### config.mk
export PLATFORM = sky130hd
export DESIGN_NAME = debug_unit_sequencer_flat
export DESIGN_NICKNAME = d
export VERILOG_FILES = /design/src/rtl/debug_unit_sequencer_if.sv /design/src/rtl/debug_unit_sequencer.sv /design/src/flat_wrapper.sv
export SDC_FILE = /design/constraint.sdc
export NUM_CORES = 1
export LEC_CHECK = 0
export ABC_CLOCK_PERIOD_IN_PS = 2720
export BUFFER_PORTS_ARGS = -buffer_cell sky130_fd_sc_hd__buf_2
export CAP_MARGIN = 20
export CORE_ASPECT_RATIO = 0.7
export CORE_UTILIZATION = 45
export CTS_CLUSTER_SIZE = 14
export DETAILED_ROUTE_END_ITERATION = 8
export PLACE_DENSITY = 0.7
export SLEW_MARGIN = 20
export SYNTH_ARGS = -nofsm -noshare
export SYNTH_HDL_FRONTEND = slang
export SYNTH_SLANG_ARGS = --single-unit
export TNS_END_PERCENT = 10
### constraint.sdc
create_clock -name i_clock -period 2.72 [get_ports i_clock]
set_clock_uncertainty 0.05 [all_clocks]
set_input_delay 0.136 -clock i_clock [delete_from_list [all_inputs] [get_ports i_clock]]
set_output_delay 0.136 -clock i_clock [all_outputs]
set_load 0.005 [all_outputs]
### src/rtl/debug_unit_sequencer_if.sv
// Debug-unit bundle: UART byte handshake plus the core-side debug taps
// (run control, register-file read port, instruction-memory write port).
interface debug_unit_sequencer_if #(
    parameter int BYTE    = 8,
    parameter int DWORD   = 32,
    parameter int ADDR    = 7,
    parameter int RB_ADDR = 5
);
    logic [BYTE-1:0]    i_rx_data;
    logic               i_rx_done;
    logic [BYTE-1:0]    o_tx_data;
    logic               o_tx_start;
    logic               i_tx_done;
    logic               o_cpu_enable;
    logic               i_halt;
    logic [DWORD-1:0]   i_pc;
    logic [RB_ADDR-1:0] o_rf_addr;
    logic [DWORD-1:0]   i_rf_data;
    logic               o_im_we;
    logic [ADDR-1:0]    o_im_addr;
    logic [BYTE-1:0]    o_im_data;

    modport master (
        input  i_rx_data, i_rx_done, i_tx_done, i_halt, i_pc, i_rf_data,
        output o_tx_data, o_tx_start, o_cpu_enable, o_rf_addr,
               o_im_we, o_im_addr, o_im_data
    );

    modport slave (
        output i_rx_data, i_rx_done, i_tx_done, i_halt, i_pc, i_rf_data,
        input  o_tx_data, o_tx_start, o_cpu_enable, o_rf_addr,
               o_im_we, o_im_addr, o_im_data
    );
endinterface

### src/rtl/debug_unit_sequencer.sv
// UART command sequencer for the MIPS core: program load, run/step control
// and a 132-byte PC + register-file dump back over TX.
module debug_unit_sequencer #(
    parameter int BYTE    = 8,
    parameter int DWORD   = 32,
    parameter int ADDR    = 7,
    parameter int RB_ADDR = 5
) (
    input  logic                    i_clock,
    input  logic                    i_reset,
    debug_unit_sequencer_if.master  bus
);
    localparam int LEN_W = BYTE + 2;
    localparam logic [BYTE-1:0] CMD_LOAD = BYTE'(8'h01);
    localparam logic [BYTE-1:0] CMD_RUN  = BYTE'(8'h03);
    localparam logic [BYTE-1:0] CMD_STEP = BYTE'(8'h07);
    localparam logic [BYTE-1:0] CMD_DUMP = BYTE'(8'h08);
    localparam logic [BYTE-1:0] ACK_BYTE = BYTE'(8'hA5);
    localparam logic [BYTE-1:0] ERR_BYTE = BYTE'(8'hFF);

    typedef enum logic [3:0] {
        ST_IDLE, ST_LOAD_LEN, ST_LOAD_BYTE, ST_ACK, ST_RUN, ST_STEP,
        ST_DUMP_SEL, ST_DUMP_SEND, ST_DUMP_WAIT, ST_ERR
    } state_t;

    state_t             state_reg, state_next;
    logic               halted_reg, halted_next;
    logic [ADDR-1:0]    addr_cnt_reg, addr_cnt_next;
    logic [LEN_W-1:0]   rem_reg, rem_next;
    logic [DWORD-1:0]   word_reg, word_next;
    logic [1:0]         byte_idx_reg, byte_idx_next;
    logic               pc_phase_reg, pc_phase_next;
    logic               step_flag_reg, step_flag_next;
    logic               sel_wait_reg, sel_wait_next;
    logic [BYTE-1:0]    tx_data_reg, tx_data_next;
    logic               tx_start_reg, tx_start_next;
    logic               cpu_en_reg, cpu_en_next;
    logic [RB_ADDR-1:0] rf_addr_reg, rf_addr_next;
    logic               im_we_reg, im_we_next;
    logic [ADDR-1:0]    im_addr_reg, im_addr_next;
    logic [BYTE-1:0]    im_data_reg, im_data_next;

    always_ff @(posedge i_clock) begin
        if (!i_reset) begin
            state_reg     <= ST_IDLE;
            halted_reg    <= 1'b0;
            addr_cnt_reg  <= '0;
            rem_reg       <= '0;
            word_reg      <= '0;
            byte_idx_reg  <= '0;
            pc_phase_reg  <= 1'b0;
            step_flag_reg <= 1'b0;
            sel_wait_reg  <= 1'b0;
            tx_data_reg   <= '0;
            tx_start_reg  <= 1'b0;
            cpu_en_reg    <= 1'b0;
            rf_addr_reg   <= '0;
            im_we_reg     <= 1'b0;
            im_addr_reg   <= '0;
            im_data_reg   <= '0;
        end else begin
            state_reg     <= state_next;
            halted_reg    <= halted_next;
            addr_cnt_reg  <= addr_cnt_next;
            rem_reg       <= rem_next;
            word_reg      <= word_next;
            byte_idx_reg  <= byte_idx_next;
            pc_phase_reg  <= pc_phase_next;
            step_flag_reg <= step_flag_next;
            sel_wait_reg  <= sel_wait_next;
            tx_data_reg   <= tx_data_next;
            tx_start_reg  <= tx_start_next;
            cpu_en_reg    <= cpu_en_next;
            rf_addr_reg   <= rf_addr_next;
            im_we_reg     <= im_we_next;
            im_addr_reg   <= im_addr_next;
            im_data_reg   <= im_data_next;
        end
    end

    always_comb begin
        state_next     = state_reg;
        halted_next    = halted_reg;
        addr_cnt_next  = addr_cnt_reg;
        rem_next       = rem_reg;
        word_next      = word_reg;
        byte_idx_next  = byte_idx_reg;
        pc_phase_next  = pc_phase_reg;
        step_flag_next = step_flag_reg;
        sel_wait_next  = sel_wait_reg;
        tx_data_next   = tx_data_reg;
        tx_start_next  = 1'b0;
        cpu_en_next    = cpu_en_reg;
        rf_addr_next   = rf_addr_reg;
        im_we_next     = 1'b0;
        im_addr_next   = im_addr_reg;
        im_data_next   = im_data_reg;

        unique case (state_reg)
            ST_IDLE: begin
                if (bus.i_rx_done) begin
                    if (bus.i_rx_data == CMD_LOAD) begin
                        addr_cnt_next = '0;
                        state_next    = ST_LOAD_LEN;
                    end else if (bus.i_rx_data == CMD_RUN || bus.i_rx_data == CMD_STEP) begin
                        if (halted_reg) begin
                            tx_data_next  = ERR_BYTE;
                            tx_start_next = 1'b1;
                            state_next    = ST_ERR;
                        end else begin
                            cpu_en_next    = 1'b1;
                            step_flag_next = (bus.i_rx_data == CMD_STEP);
                            state_next     = (bus.i_rx_data == CMD_STEP) ? ST_STEP : ST_RUN;
                        end
                    end else if (bus.i_rx_data == CMD_DUMP) begin
                        pc_phase_next  = 1'b1;
                        step_flag_next = 1'b0;
                        state_next     = ST_DUMP_SEL;
                    end
                end
            end
            ST_LOAD_LEN: begin
                if (bus.i_rx_done) begin
                    rem_next   = {bus.i_rx_data, 2'b00};
                    state_next = (bus.i_rx_data == '0) ? ST_IDLE : ST_LOAD_BYTE;
                end
            end
            ST_LOAD_BYTE: begin
                if (bus.i_rx_done) begin
                    im_we_next    = 1'b1;
                    im_addr_next  = addr_cnt_reg;
                    im_data_next  = bus.i_rx_data;
                    addr_cnt_next = addr_cnt_reg + 1'b1;
                    rem_next      = rem_reg - 1'b1;
                    if (rem_reg == LEN_W'(1)) begin
                        halted_next   = 1'b0;
                        tx_data_next  = ACK_BYTE;
                        tx_start_next = 1'b1;
                        state_next    = ST_ACK;
                    end
                end
            end
            ST_ACK, ST_ERR: begin
                if (bus.i_tx_done) state_next = ST_IDLE;
            end
            ST_RUN: begin
                if (bus.i_halt) begin
                    cpu_en_next   = 1'b0;
                    halted_next   = 1'b1;
                    pc_phase_next = 1'b1;
                    state_next    = ST_DUMP_SEL;
                end
            end
            ST_STEP: begin
                cpu_en_next   = 1'b0;
                pc_phase_next = 1'b1;
                state_next    = ST_DUMP_SEL;
            end
            ST_DUMP_SEL: begin
                // PC and the post-step halt level are sampled one cycle after the core stopped.
                if (pc_phase_reg) begin
                    word_next = bus.i_pc;
                    if (step_flag_reg && bus.i_halt) halted_next = 1'b1;
                    step_flag_next = 1'b0;
                    state_next     = ST_DUMP_SEND;
                end else if (!sel_wait_reg) begin
                    sel_wait_next = 1'b1;
                end else begin
                    word_next     = bus.i_rf_data;
                    sel_wait_next = 1'b0;
                    state_next    = ST_DUMP_SEND;
                end
            end
            ST_DUMP_SEND: begin
                tx_data_next  = word_reg[DWORD-1 -: BYTE];
                tx_start_next = 1'b1;
                word_next     = word_reg << BYTE;
                state_next    = ST_DUMP_WAIT;
            end
            ST_DUMP_WAIT: begin
                if (bus.i_tx_done) begin
                    byte_idx_next = byte_idx_reg + 1'b1;
                    if (byte_idx_reg != 2'd3) begin
                        state_next = ST_DUMP_SEND;
                    end else if (pc_phase_reg) begin
                        pc_phase_next = 1'b0;
                        rf_addr_next  = '0;
                        state_next    = ST_DUMP_SEL;
                    end else if (rf_addr_reg == '1) begin
                        rf_addr_next = '0;
                        state_next   = ST_IDLE;
                    end else begin
                        rf_addr_next = rf_addr_reg + 1'b1;
                        state_next   = ST_DUMP_SEL;
                    end
                end
            end
            default: state_next = ST_IDLE;
        endcase
    end

    assign bus.o_tx_data    = tx_data_reg;
    assign bus.o_tx_start   = tx_start_reg;
    assign bus.o_cpu_enable = cpu_en_reg;
    assign bus.o_rf_addr    = rf_addr_reg;
    assign bus.o_im_we      = im_we_reg;
    assign bus.o_im_addr    = im_addr_reg;
    assign bus.o_im_data    = im_data_reg;
endmodule
### src/flat_wrapper.sv
// flat-port wrapper written by rule: the top's interface ports become plain ports
module debug_unit_sequencer_flat 
#(
    parameter int BYTE    = 8,
    parameter int DWORD   = 32,
    parameter int ADDR    = 7,
    parameter int RB_ADDR = 5
)
  (i_clock, i_reset, bus_i_rx_data, bus_i_rx_done, bus_i_tx_done, bus_i_halt, bus_i_pc, bus_i_rf_data, bus_o_tx_data, bus_o_tx_start, bus_o_cpu_enable, bus_o_rf_addr, bus_o_im_we, bus_o_im_addr, bus_o_im_data);
  debug_unit_sequencer_if #(.BYTE(BYTE), .DWORD(DWORD), .ADDR(ADDR), .RB_ADDR(RB_ADDR)) bus_i ();
  input  logic i_clock;
  input  logic i_reset;
  input wire logic [$bits(bus_i.i_rx_data)-1:0] bus_i_rx_data;
  input wire logic [$bits(bus_i.i_rx_done)-1:0] bus_i_rx_done;
  input wire logic [$bits(bus_i.i_tx_done)-1:0] bus_i_tx_done;
  input wire logic [$bits(bus_i.i_halt)-1:0] bus_i_halt;
  input wire logic [$bits(bus_i.i_pc)-1:0] bus_i_pc;
  input wire logic [$bits(bus_i.i_rf_data)-1:0] bus_i_rf_data;
  output wire logic [$bits(bus_i.o_tx_data)-1:0] bus_o_tx_data;
  output wire logic [$bits(bus_i.o_tx_start)-1:0] bus_o_tx_start;
  output wire logic [$bits(bus_i.o_cpu_enable)-1:0] bus_o_cpu_enable;
  output wire logic [$bits(bus_i.o_rf_addr)-1:0] bus_o_rf_addr;
  output wire logic [$bits(bus_i.o_im_we)-1:0] bus_o_im_we;
  output wire logic [$bits(bus_i.o_im_addr)-1:0] bus_o_im_addr;
  output wire logic [$bits(bus_i.o_im_data)-1:0] bus_o_im_data;
  assign bus_i.i_rx_data = bus_i_rx_data;
  assign bus_i.i_rx_done = bus_i_rx_done;
  assign bus_i.i_tx_done = bus_i_tx_done;
  assign bus_i.i_halt = bus_i_halt;
  assign bus_i.i_pc = bus_i_pc;
  assign bus_i.i_rf_data = bus_i_rf_data;
  assign bus_o_tx_data = bus_i.o_tx_data;
  assign bus_o_tx_start = bus_i.o_tx_start;
  assign bus_o_cpu_enable = bus_i.o_cpu_enable;
  assign bus_o_rf_addr = bus_i.o_rf_addr;
  assign bus_o_im_we = bus_i.o_im_we;
  assign bus_o_im_addr = bus_i.o_im_addr;
  assign bus_o_im_data = bus_i.o_im_data;
  debug_unit_sequencer #(.BYTE(BYTE), .DWORD(DWORD), .ADDR(ADDR), .RB_ADDR(RB_ADDR)) u_core (.i_clock(i_clock), .i_reset(i_reset), .bus(bus_i));
endmodule
==> run summary, run 1 <==
The number of sinks handled by clock tree synthesis came out at 90. Buffers inserted during clock tree synthesis total 9. At the pin with the least slew margin, the transition time is 0.9340 ns. Buffers added to address setup during post-CTS repair amount to 0. IR analysis of the VDD net gives a maximum drop of 0.0003449 V.

The tools report the worst path arrival time as 2.59 ns. The run finished, with violations left. The detailed router finished its first iteration with 395 violations.

The tightest hold path in the finished design has a slack of 0.02381 ns. Area fraction of the dominant cell type after synthesis: 0.3782. The endpoint identified for the worst register-to-register timing path is u_core.bus.o_tx_data[0]. The floorplan has 31 rows. Max-slew violation total from the final report: 0.

Timing would allow up to 0.4246 GHz. The run gives 0 as the count of cells resized by post-cts repair. The fraction of the cycle the final worst path needs is 0.8658, and the overall routing resource usage is 0.2262. Initial antenna violation count: 0. Dividing total power by cell area gives a power density of 609.1 mW/mm2. Across all register-to-register paths, the minimum setup slack is 0.37 ns. The register with the most flip-flops in the layout has 32 of them. In this run the deepest clock path goes through 2 buffers. The total wire length is 12,510 um, and the post-synthesis average cell area is 7.994 um2. For this block, the via count after detailed routing is 4,607. The checks that failed: DRC.

The die outline height was 88.09 um. Leaving out fill and tap cells, the most frequent cells in the layout are 107 x sky130_fd_sc_hd__buf_2, 94 x sky130_fd_sc_hd__nor2_1, 89 x sky130_fd_sc_hd__dfxtp_1, 75 x sky130_fd_sc_hd__a21oi_1, 61 x sky130_fd_sc_hd__nand2_1. Setup repair after global routing left no endpoint under its margin. Summing all non-filler instances in the final layout gives an area of 0.005732 mm2. After synthesis, the netlist uses 66 different library cells. The logs give 0 for the count of endpoints failing hold in the final timing report and 679 for the post-synth net total.

The final count of negative-setup-slack endpoints is 0. The hold buffer count at cts is 0, and the layout net count is 762. The fraction of registers with async set or reset after synthesis is 0. The post-layout utilization of the core is 0.5555, and the post-synthesis register bit count is 90. The highest metal layer carrying signal wires in the routed design is met4. In the post-synthesis netlist, the biggest area contributors are sky130_fd_sc_hd__dfxtp_1 38%, sky130_fd_sc_hd__mux2i_1 8.8%, sky130_fd_sc_hd__a21oi_1 7.9%. Total met3 wirelength after detailed routing: 769 um. The run gives 0.3782 as the register area share after synthesis.

Type of the worst setup path: reg2reg. Final sum of negative setup slack: 0 ns. In this run the static leakage power is 2.289 nW.

The initial core utilization came out at 0.4618. The clock reaches the later pin of the worst-skew pair after 0.35 ns. The first TritonRoute pass finished after 7 iterations.

The worst hold path begins at bus_i_rx_data[4]. The tools report the placer congestion estimate as 0.8518. STA classifies the critical path endpoint as a flop. The total congestion overflow is 0, and the endpoint required time on the critical path is 2.95 ns. The placed instances occupy a cell area of 0.005381 mm2. Along the worst path, the maximum fanout reaches 9.

The number of inserted diodes is 0, and the amount of wire on met2 after detailed routing is 5393 um. Leaving out fill and tap cells, the most frequent cell in the layout is sky130_fd_sc_hd__buf_2. Via count of the first global-routing pass: 3,989. Measured in cells, the most critical reg-to-reg path has a length of 6. The number of enable-type register cells in the synthesized netlist came out at 0. The worst hold path endpoint was u_core.bus.o_im_data[4]. Biggest area consumer among synthesized cells: sky130_fd_sc_hd__dfxtp_1. The cell chosen for the clock root was sky130_fd_sc_hd__clkbuf_16. Across the run, the number of max-cap violations was 0. The cell count after synthesis came out at 596. The Yosys step of the flow raised 0 warnings. The area growth from synthesis to layout is 20.30%. The first-pass GRT wire length is 19,840 um.

The total DRC errors in the routed layout was 12; the clock period minus worst slack was 2.355 ns. In this run the critical register-to-register path is launched from u_core.rem_reg[0]. Entering global routing, the biggest net connects 69 pins.

The worst hold path passes through 3 cells. The floorplan step set the die width to 125.0 um. The tools report the length of routed wiring on met1 as 6140 um. After detailed routing, the number of vias per cell comes to 5.646. STA classifies the critical path startpoint as a flop.

In this run the standard cell core region covers 0.01032 mm2. The count of port buffers added during placement is 107, and the HPWL after detailed placement is 8690 um. The total die area came out at 0.01101 mm2.

The leading register cell type out of synthesis is sky130_fd_sc_hd__dfxtp_1. In the final routed layout, each cell accounts on average for 15.33 um. Clock-pin slew was measured on the worst setup and hold paths at 0.07 ns. TritonCTS built the clock tree. The kind of path behind the tightest hold check was in2reg. For the sum of internal, switching and leakage power, the log shows 0.003491 W. The run gives 0.3766 as the worst slew slack as a fraction of its limit. The post-synthesis instance area was 0.004765 mm2; the H-tree depth was 3. During I/O placement, the number of pins put on the boundary was 108. The share of final-layout standard cells stronger than drive strength 1 works out to 0.2281. Once detail routing completed, the nets flagged for antenna violations numbered 0.
## synth_stat cells, drive strengths merged (2+ instances only)
cell and instances:
dfxtp 90, o32ai 2, nand3b 5, nor4bb 2, nand4 2, nand2 61, o211ai 6, or4 2
or3 3, o21ai 24, nand4b 2, mux2i 42, clkbuf 37, and3 3, buf 12, and2 5
a2bb2oi 2, a211oi 28, nor4b 3, ha 6, o221a 5, or4b 3, a41oi 2, a21o 3
nand2b 3, a21oi 76, nor4 6, nand3 13, nor3b 8, nor3 15, nor2 94, inv 5
nor2b 2, a31oi 4, o21a 3
## power breakdown
part | switching (W) | internal [W]
registers | 0.0000562 | 0.00136
logic | 0.000356 | 0.000260
clock network | 0.000548 | 0.000909
## layer usage
metal  global-route usage  vias up
met5                    0        -
met4              0.08647        0
met3              0.04643       19
met2               0.3347      151
met1               0.3236     2142
li1                     -     2295
## area by class of cell
cell class / count / area [um2]
Clock buffer: 9 / 225.2
Inverter: 5 / 20.02
Fill cell: 981 / 4586
Timing Repair Buffer: 121 / 653.1
Tap cell: 132 / 165.2
Clock inverter: 7 / 123.9
Multi-Input combinational cell: 452 / 2741
Sequential cell: 90 / 1803
## cells by family (layout without fill, tap and decap cells)
family                     after synthesis  count (layout)  share of synthesized area
buffers and inverters                   54             142                    0.04674
adders and majority gates                6               6                    0.01576
xor gates and xnor gates                 2               2                   0.003677
DFF                                     90              90                     0.3782
muxes                                   42              42                    0.08823
and+or+nand+nor                        235             235                     0.2466
AOI/OAI and AO/OA                      167             167                     0.2209
## through the flow
| stage | setup slack, ns | std cells |
|---|---|---|
| after global placement | 0.5183 | 800 |
| after detailed placement | 0.3883 | 800 |
| after CTS | 0.3747 | 816 |
| final | 0.3650 | 816 |
| after floorplan | 0.7357 | 596 |
| after global routing | 0.2323 | 816 |
## worst max path at each step
| stage | slack [ns] | start | end |
|---|---|---|---|
| finish | 0.37 | u_core.rem_reg[0] | u_core.bus.o_tx_data[0] |
| global placement | 0.52 | u_core.rem_reg[0] | u_core.bus.o_tx_data[7] |
| CTS | 0.37 | u_core.rem_reg[0] | u_core.bus.o_tx_data[0] |
| detailed placement | 0.39 | u_core.rem_reg[0] | u_core.bus.o_tx_data[0] |
| global route | 0.23 | u_core.rem_reg[0] | u_core.bus.o_tx_data[4] |
| floorplan | 0.74 | u_core.rem_reg[0] | u_core.bus.o_tx_data[0] |
## critical path, stage by stage, from the launching register on
cell and delay [ns]:
sky130_fd_sc_hd__dfxtp_1 0.40, sky130_fd_sc_hd__ha_1 0.18, sky130_fd_sc_hd__or4b_1 0.49, sky130_fd_sc_hd__nor4_4 0.28, sky130_fd_sc_hd__a21oi_2 0.12, sky130_fd_sc_hd__a211oi_4 0.50, sky130_fd_sc_hd__o221a_1 0.28
No activity file was read; power rests on OpenSTA's default activity.
==> inputs of run 2 (changes only) <==
--- a/config.mk
+++ b/config.mk
@@ -9,10 +9,10 @@
 export BUFFER_PORTS_ARGS = -buffer_cell sky130_fd_sc_hd__buf_2
 export CAP_MARGIN = 20
 export CORE_ASPECT_RATIO = 0.7
-export CORE_UTILIZATION = 45
+export CORE_UTILIZATION = 50
 export CTS_CLUSTER_SIZE = 14
 export DETAILED_ROUTE_END_ITERATION = 8
-export PLACE_DENSITY = 0.7
+export PLACE_DENSITY = 0.77
 export SLEW_MARGIN = 20
 export SYNTH_ARGS = -nofsm -noshare
 export SYNTH_HDL_FRONTEND = slang
==> run 2 against run 1 <==
The run now ends clean. Sequential power is essentially flat. Via count shrank 1.1%. Routed wire length shrank 3.3%. Global-route usage rose by 2.0 points. Total power fell by 1.8%. Count of clock-buffer cells in the layout unchanged. Critical endpoint is now u_core.bus.o_tx_data[2]. Largest power group is now sequential cells. Highest routed layer unchanged.
==> run summary, run 2 (same netlist as run 1, synthesis figures left out) <==
The detail-routed net length per standard cell is 14.97 um, and the endpoint required time on the critical path is 2.96 ns. Compared with the post-synthesis result, the final layout area differs by 19.98%. The run gives 794 as the count of placed standard cells including taps. Setup repair after global routing left no endpoint under its margin. The clock transition time at the flip-flop clock pins of the worst setup and hold paths was 0.06 ns.

The worst slew slack as a fraction of its limit was 0.3954; the flip-flop count of the largest register, all copies and words added was 32. Entering global routing, the biggest net connects 69 pins. Leaving out fill and tap cells, the most frequent cell in the layout is sky130_fd_sc_hd__buf_2. Pin placement for this block handled 108 I/O pins. At the later pin of the worst-skew pair, clock insertion delay measures 0.34 ns.

For the number of nets with antenna violations after detailed routing, the log shows 0. Port buffering added 107 buffers. The max-cap violation count was 0; the core footprint was 0.009144 mm2. The die is 118.7 um wide. The worst setup path is launched from a flop. The multi-input combinational cells in the finished layout cover a total of 0.002741 mm2. Summed over all failing endpoints, the final setup total negative slack is 0 ns.

The finished layout holds 808 standard cells, fillers aside. The run finished with clean final reports. The run gives 12,100 um as the total wire length.

Initial core utilization: 0.5211. Post-CTS timing repair inserted 0 buffers for setup. For the count of cells resized by post-cts repair, the log shows 0. The count of endpoints failing hold in the final timing report was 0; the highest net fanout along the worst path was 9. The initial antenna violation count came out at 0.

Leaving out fill and tap cells, the most frequent cells in the layout are 107 x sky130_fd_sc_hd__buf_2, 94 x sky130_fd_sc_hd__nor2_1, 89 x sky130_fd_sc_hd__dfxtp_1, 75 x sky130_fd_sc_hd__a21oi_1, 61 x sky130_fd_sc_hd__nand2_1. Die outline height: 83.68 um. The run gives 0.001803 mm2 as the area taken by flip-flops and latches. The fraction of the cycle the final worst path needs was 0.8437; the total power per unit cell area was 599.9 mW/mm2. Standby leakage power: 2.287 nW. The overall routing resource usage came out at 0.2466.

After detailed routing, the number of remaining DRC violations is 0. For this run, the post-layout net count is 764. The floorplan step defined a die boundary enclosing 0.009930 mm2. The run gives 0 as the hold buffer count at cts. The share of final-layout standard cells stronger than drive strength 1 came out at 0.2281.

For the detailed router's first-iteration violation count, the log shows 349. At the pin with the least slew margin, the transition time is 0.9058 ns. The largest voltage drop on the vdd net is 0.0003886 V, and the max-slew violation total from the final report is 0.

The average via count per standard cell came out at 5.640. The library cell contributing the largest single delay on the critical path is sky130_fd_sc_hd__a211oi_4. The maximum cell stage delay along the critical path was 0.50 ns.

The type of destination of the critical path is a flop. The run gives 0 as the final count of negative-setup-slack endpoints. In this run the core area contains 29 standard-cell rows.

The via count of the first global-routing pass was 4,124; the HPWL after detailed placement was 8437 um. The cell chosen for the clock root was sky130_fd_sc_hd__clkbuf_16. For the maximum clock rate, the log shows 0.4358 GHz. The logs give 90 for the number of sinks handled by clock tree synthesis and 4,557 for the count of vias placed by the detailed router.

The first global-routing pass estimated 19,760 um of wire. The placer congestion estimate was 0.9223. The smallest clock period supported by the final layout is computed as 2.295 ns. 0 antenna diodes ended up in the layout.

Counting along the longest clock path gives a buffer depth of 2. Walking the worst path, the cells encountered are ha_1 > or4b_1 > nor4_4 > a21oi_2 > a211oi_4 > o221a_1. The worst hold path belongs to the class in2reg. For the total congestion overflow, the log shows 0. Before antenna repair, the detailed router went through 5 iterations.

The logs give 9 for the total CTS buffers and 3 for the H-tree depth. Data arrives at the worst endpoint at 2.53 ns. The number of fillers in the final layout was 831. The type of the worst setup path was reg2reg. TritonCTS built the clock tree.
==> run 2: cell count changes in the layout (fill, tap and decap cells not counted) <==
cell                    change
sky130_fd_sc_hd__inv_8      -1
sky130_fd_sc_hd__buf_4      +2
sky130_fd_sc_hd__inv_6      -1
==> run 2: metrics by stage <==
step	area, um2	utilization	setup slack (ns)	hold WS (ns)	total power, W
3_5_place_dp	5386	0.5891	0.4541	0.3740	0.002050
2_1_floorplan	4765	-	0.7357	0.2220	0.001871
5_1_grt	5717	0.6252	0.3047	0.01737	0.003567
6_report	5717	0.6252	0.4251	0.01596	0.003430
4_1_cts	5715	0.6251	0.4326	0.01036	0.003444
3_3_place_gp	5386	0.5891	0.5604	0.3682	0.002040
==> run 2: area by class of cell <==
cell class                      count  area share
Multi-Input combinational cell    452      0.4795
Sequential cell                    90      0.3154
Timing Repair Buffer              123      0.1169
Clock buffer                        9     0.03940
Tap cell                          124     0.02714
Clock inverter                      5     0.01817
Inverter                            5    0.003502
==> run 2: where the power goes <==
part	total, W	switching (W)	internal, W
sequential	0.00141	0.0000442	0.00136
clock	0.00140	0.000510	0.000889
combinational	0.000625	0.000363	0.000262
total	0.00343	0.000917	0.00251
==> run 2: critical path, delay by kind of cell, from the launching register on <==
family          cells  cell delay (ns)
flops               1             0.41
compound gates      3             0.89
fa+ha+maj           1             0.16
simple gates        2             0.73
==> run 2: layer usage <==
metal	vias up	wire, um	global-route usage
li1	2303	-	-
met1	2114	5910	0.3486
met2	127	5292	0.3711
met3	13	736	0.06284
met4	0	160	0.06674
met5	-	0	0
==> run 2: worst paths after layout <==
check	cells after the start	endpoint	start	slack, ns
setup / recovery	6	u_core.bus.o_tx_data[2]	u_core.rem_reg[0]	0.43
hold / removal	3	u_core.bus.o_im_data[4]	bus_i_rx_data[4]	0.02
setup reg to reg	6	u_core.bus.o_tx_data[2]	u_core.rem_reg[0]	0.43
hold reg to reg	2	u_core.bus.o_im_data[6]	u_core.bus.o_im_data[6]	0.40
==> inputs of run 3 (changes only) <==
--- a/config.mk
+++ b/config.mk
@@ -5,7 +5,7 @@
 export SDC_FILE = /design/constraint.sdc
 export NUM_CORES = 1
 export LEC_CHECK = 0
-export ABC_CLOCK_PERIOD_IN_PS = 2720
+export ABC_CLOCK_PERIOD_IN_PS = 2200
 export BUFFER_PORTS_ARGS = -buffer_cell sky130_fd_sc_hd__buf_2
 export CAP_MARGIN = 20
 export CORE_ASPECT_RATIO = 0.7
==> constraint.sdc (replaced) <==
create_clock -name i_clock -period 2.2 [get_ports i_clock]
set_clock_uncertainty 0.05 [all_clocks]
set_input_delay 0.11 -clock i_clock [delete_from_list [all_inputs] [get_ports i_clock]]
set_output_delay 0.11 -clock i_clock [all_outputs]
set_load 0.005 [all_outputs]
==> run 3 against run 2 <==
Total power rose by 20%. Count of clock-buffer cells in the layout grew 1. Global-route usage is 1.0 points higher. Cell area is 2.8% higher. Utilization increased by 1.7 points. Largest power group unchanged. Final cell count rose by 2.5%. Worst setup slack lost 0.40 ns. First-iteration DRC count increased by 8.6%. Die area unchanged. Clock power up 11%. Maximum frequency increased by 5.7%. Worst hold slack improved by 0.0087 ns.
==> run summary, run 3 (same netlist as run 1, synthesis figures left out) <==
Internal power comes to 0.002939 W. For the worst setup path, the data required time is 2.37 ns. The portion of total power attributed to sequential cells is 0.420.

The logs give 20,420 um for the first-pass GRT wire length and 0 for the count of endpoints failing hold in the final timing report. Clock-pin slew was measured on the worst setup and hold paths at 0.07 ns. The routed design has 12,560 um of wire.

The maximum cell stage delay along the critical path came out at 0.47 ns. For the post-layout worst setup margin, the log shows 0.02901 ns. The final cell area excluding filler cells was 0.005874 mm2. Most common library cell in the layout ignoring fill and taps: sky130_fd_sc_hd__buf_2.

The overall routing resource usage was 0.2568. Routability-driven placement finished with a final weighted congestion of 0.8825. The sum of internal, switching and leakage power is 0.004126 W, and the number of fillers in the final layout is 809. In this run the worst path has a maximum fanout of 4. Setup repair after global routing could not meet its margin everywhere. The flow ran to the end, and the final reports show no timing, DRC or antenna violations.

Timing would allow up to 0.4606 GHz. The logs give 0.375 for the clock power share and 2.375 nW for the standby leakage power. Summed over all failing endpoints, the final setup total negative slack is 0 ns. The net switching fraction of the power was 0.2878. The count of port buffers added during placement works out to 107. For the detailed router's first-iteration violation count, the log shows 379. The power share of the combinational group is 0.205. The library cell contributing the largest single delay on the critical path was sky130_fd_sc_hd__or4b_4. The worst path arrival time is 2.34 ns. The buffers plus inverters on the worst setup path came out at 1. Final count of negative-setup-slack endpoints: 0. The kind of path behind the tightest hold check was in2reg. The register with the most flip-flops in the layout has 32 of them. The critical path startpoint category was a flop. At the placement stage, the worst setup path has a slack of 0.06857 ns. Worst slew slack as a fraction of its limit: 0.5921.

The placed instances occupy a cell area of 0.005544 mm2. Across the VDD grid, the largest voltage drop is 0.0004833 V. The die is 83.68 um tall. The max-slew violation total from the final report was 0. For the switching power, the log shows 0.001188 W.

Entering global routing, the biggest net connects 40 pins. Once detail routing completed, the nets flagged for antenna violations numbered 0. The share of final-layout standard cells stronger than drive strength 1 is 0.2543. The number of cells in the finished layout apart from fillers was 828. The H-tree was split into 3 levels. STA classifies the critical path endpoint as a flop. Grouping stages by cell kind, the critical path spends the most delay in simple AND/OR/NAND/NOR gates. The type of the worst setup path is reg2reg. Leaving out fill and tap cells, the most frequent cells in the layout are 107 x sky130_fd_sc_hd__buf_2, 94 x sky130_fd_sc_hd__nor2_1, 87 x sky130_fd_sc_hd__dfxtp_1, 75 x sky130_fd_sc_hd__a21oi_1, 61 x sky130_fd_sc_hd__nand2_1. The worst path in the final design needs a cycle of 2.171 ns, including I/O delays and setup. The net count of the finished layout is 782. Walking the worst path, the cells encountered are inv_2 > ha_4 > or4b_4 > nor4_4 > o22a_2 > nand4_1 > mux2i_1.

The number of sinks handled by clock tree synthesis came out at 90. The logs give 2 for the maximum number of buffers from clock root to sink and 0.009930 mm2 for the total die area. Average via count per standard cell: 5.627. 0 antenna diodes ended up in the layout.

The pre-antenna-repair detailed-routing pass consisted of 5 iterations. At the pin with the least slew margin, the transition time is 0.6054 ns. The fraction of the cycle the final worst path needs was 0.9868. For this block, the via count after detailed routing is 4,659. The detail-routed net length per standard cell is 15.16 um, and the count of placed standard cells including taps is 810. Via count of the first global-routing pass: 4,246. CTS placed an instance of sky130_fd_sc_hd__clkbuf_16 at the clock tree root. The initial antenna violation count is 0, and the total congestion overflow is 0. The layout overhead on the synthesized area is 23.29%. Max-cap violation count: 0. The region available for standard cell placement spans 0.009144 mm2. For this run, design rule violations remaining after detail routing come to 0.

TritonCTS built the clock tree. The logs give 108 for the boundary pin count and 0.5211 for the initial core utilization. The total CTS buffers came out at 9. The die is 118.7 um wide. The floorplan has 29 rows. For the HPWL after detailed placement, the log shows 9037 um. The clock latency on the worst-skew pair was 0.34 ns; the total power per unit cell area was 702.4 mW/mm2.
-- run 3: cell count changes in the layout (fill, tap and decap cells not counted), moves of 2 or more --
| cell | previous run | this run |
|---|---|---|
| sky130_fd_sc_hd__buf_12 | 1 | 4 |
| sky130_fd_sc_hd__buf_4 | 15 | 29 |
| sky130_fd_sc_hd__bufinv_16 | 3 | 1 |
| sky130_fd_sc_hd__dfxtp_1 | 89 | 87 |
| sky130_fd_sc_hd__dfxtp_2 | 1 | 3 |
| sky130_fd_sc_hd__inv_2 | 0 | 2 |
-- run 3: tightest hold or removal path, cell delays in order --
cell and delay (ns):
sky130_fd_sc_hd__buf_2 0.12, sky130_fd_sc_hd__nand2_1 0.08, sky130_fd_sc_hd__a21oi_1 0.06
-- run 3: stage by stage --
step / hold slack (ns) / utilization
floorplan: 0.1960 / -
global placement: 0.3431 / 0.6063
detailed placement: 0.3477 / 0.6063
CTS: 0.003493 / 0.6396
global route: 0.02177 / 0.6424
finish: 0.02462 / 0.6424
-- run 3: timing repair --
| item | CTS | global route |
|---|---|---|
| setup buffers | 0 | 1 |
| hold buffers | 1 | 0 |
| setup endpoints to repair | 0 | 12 |
| gates resized for setup | 0 | 6 |
| hold endpoints to repair | 1 | 0 |
-- run 3: power groups by stage --
stage	logic (W)	clock network (W)	registers, W
finish	0.000844	0.00155	0.00173
detailed placement	0.000827	0	0.00177
global route	0.000924	0.00163	0.00174
floorplan	0.000556	0	0.00176
CTS	0.000830	0.00157	0.00173
global placement	0.000807	0	0.00176
-- run 3: cell type report --
class,count,area [um2],share of cell area
multi-input cells,452,2758,0.4694
flip-flops and latches,90,1805,0.3073
repair buffers,141,843.3,0.1436
clock buffers,10,229.0,0.03898
well taps,124,155.1,0.02641
clock inverters,6,65.06,0.01108
inverters,5,18.77,0.003195
-- run 3: final timing paths --
check                               start                 endpoint  slack, ns  cells after the start
hold reg to reg   u_core.bus.o_im_data[5]  u_core.bus.o_im_data[5]       0.40                      2
setup / recovery        u_core.rem_reg[1]      u_core.state_reg[3]       0.03                      7
setup reg to reg        u_core.rem_reg[1]      u_core.state_reg[3]       0.03                      7
hold / removal           bus_i_rx_data[7]  u_core.bus.o_im_data[7]       0.02                      3
-- run 3: layer usage --
layer | routed length [um] | part of all wire | vias to the layer above | global-route usage
li1 | - | - | 2344 | -
met1 | 6065 | 0.48 | 2128 | 0.3736
met2 | 5476 | 0.44 | 167 | 0.3737
met3 | 847 | 0.067 | 20 | 0.05943
met4 | 167 | 0.013 | 0 | 0.07825
met5 | 0 | 0 | - | 0
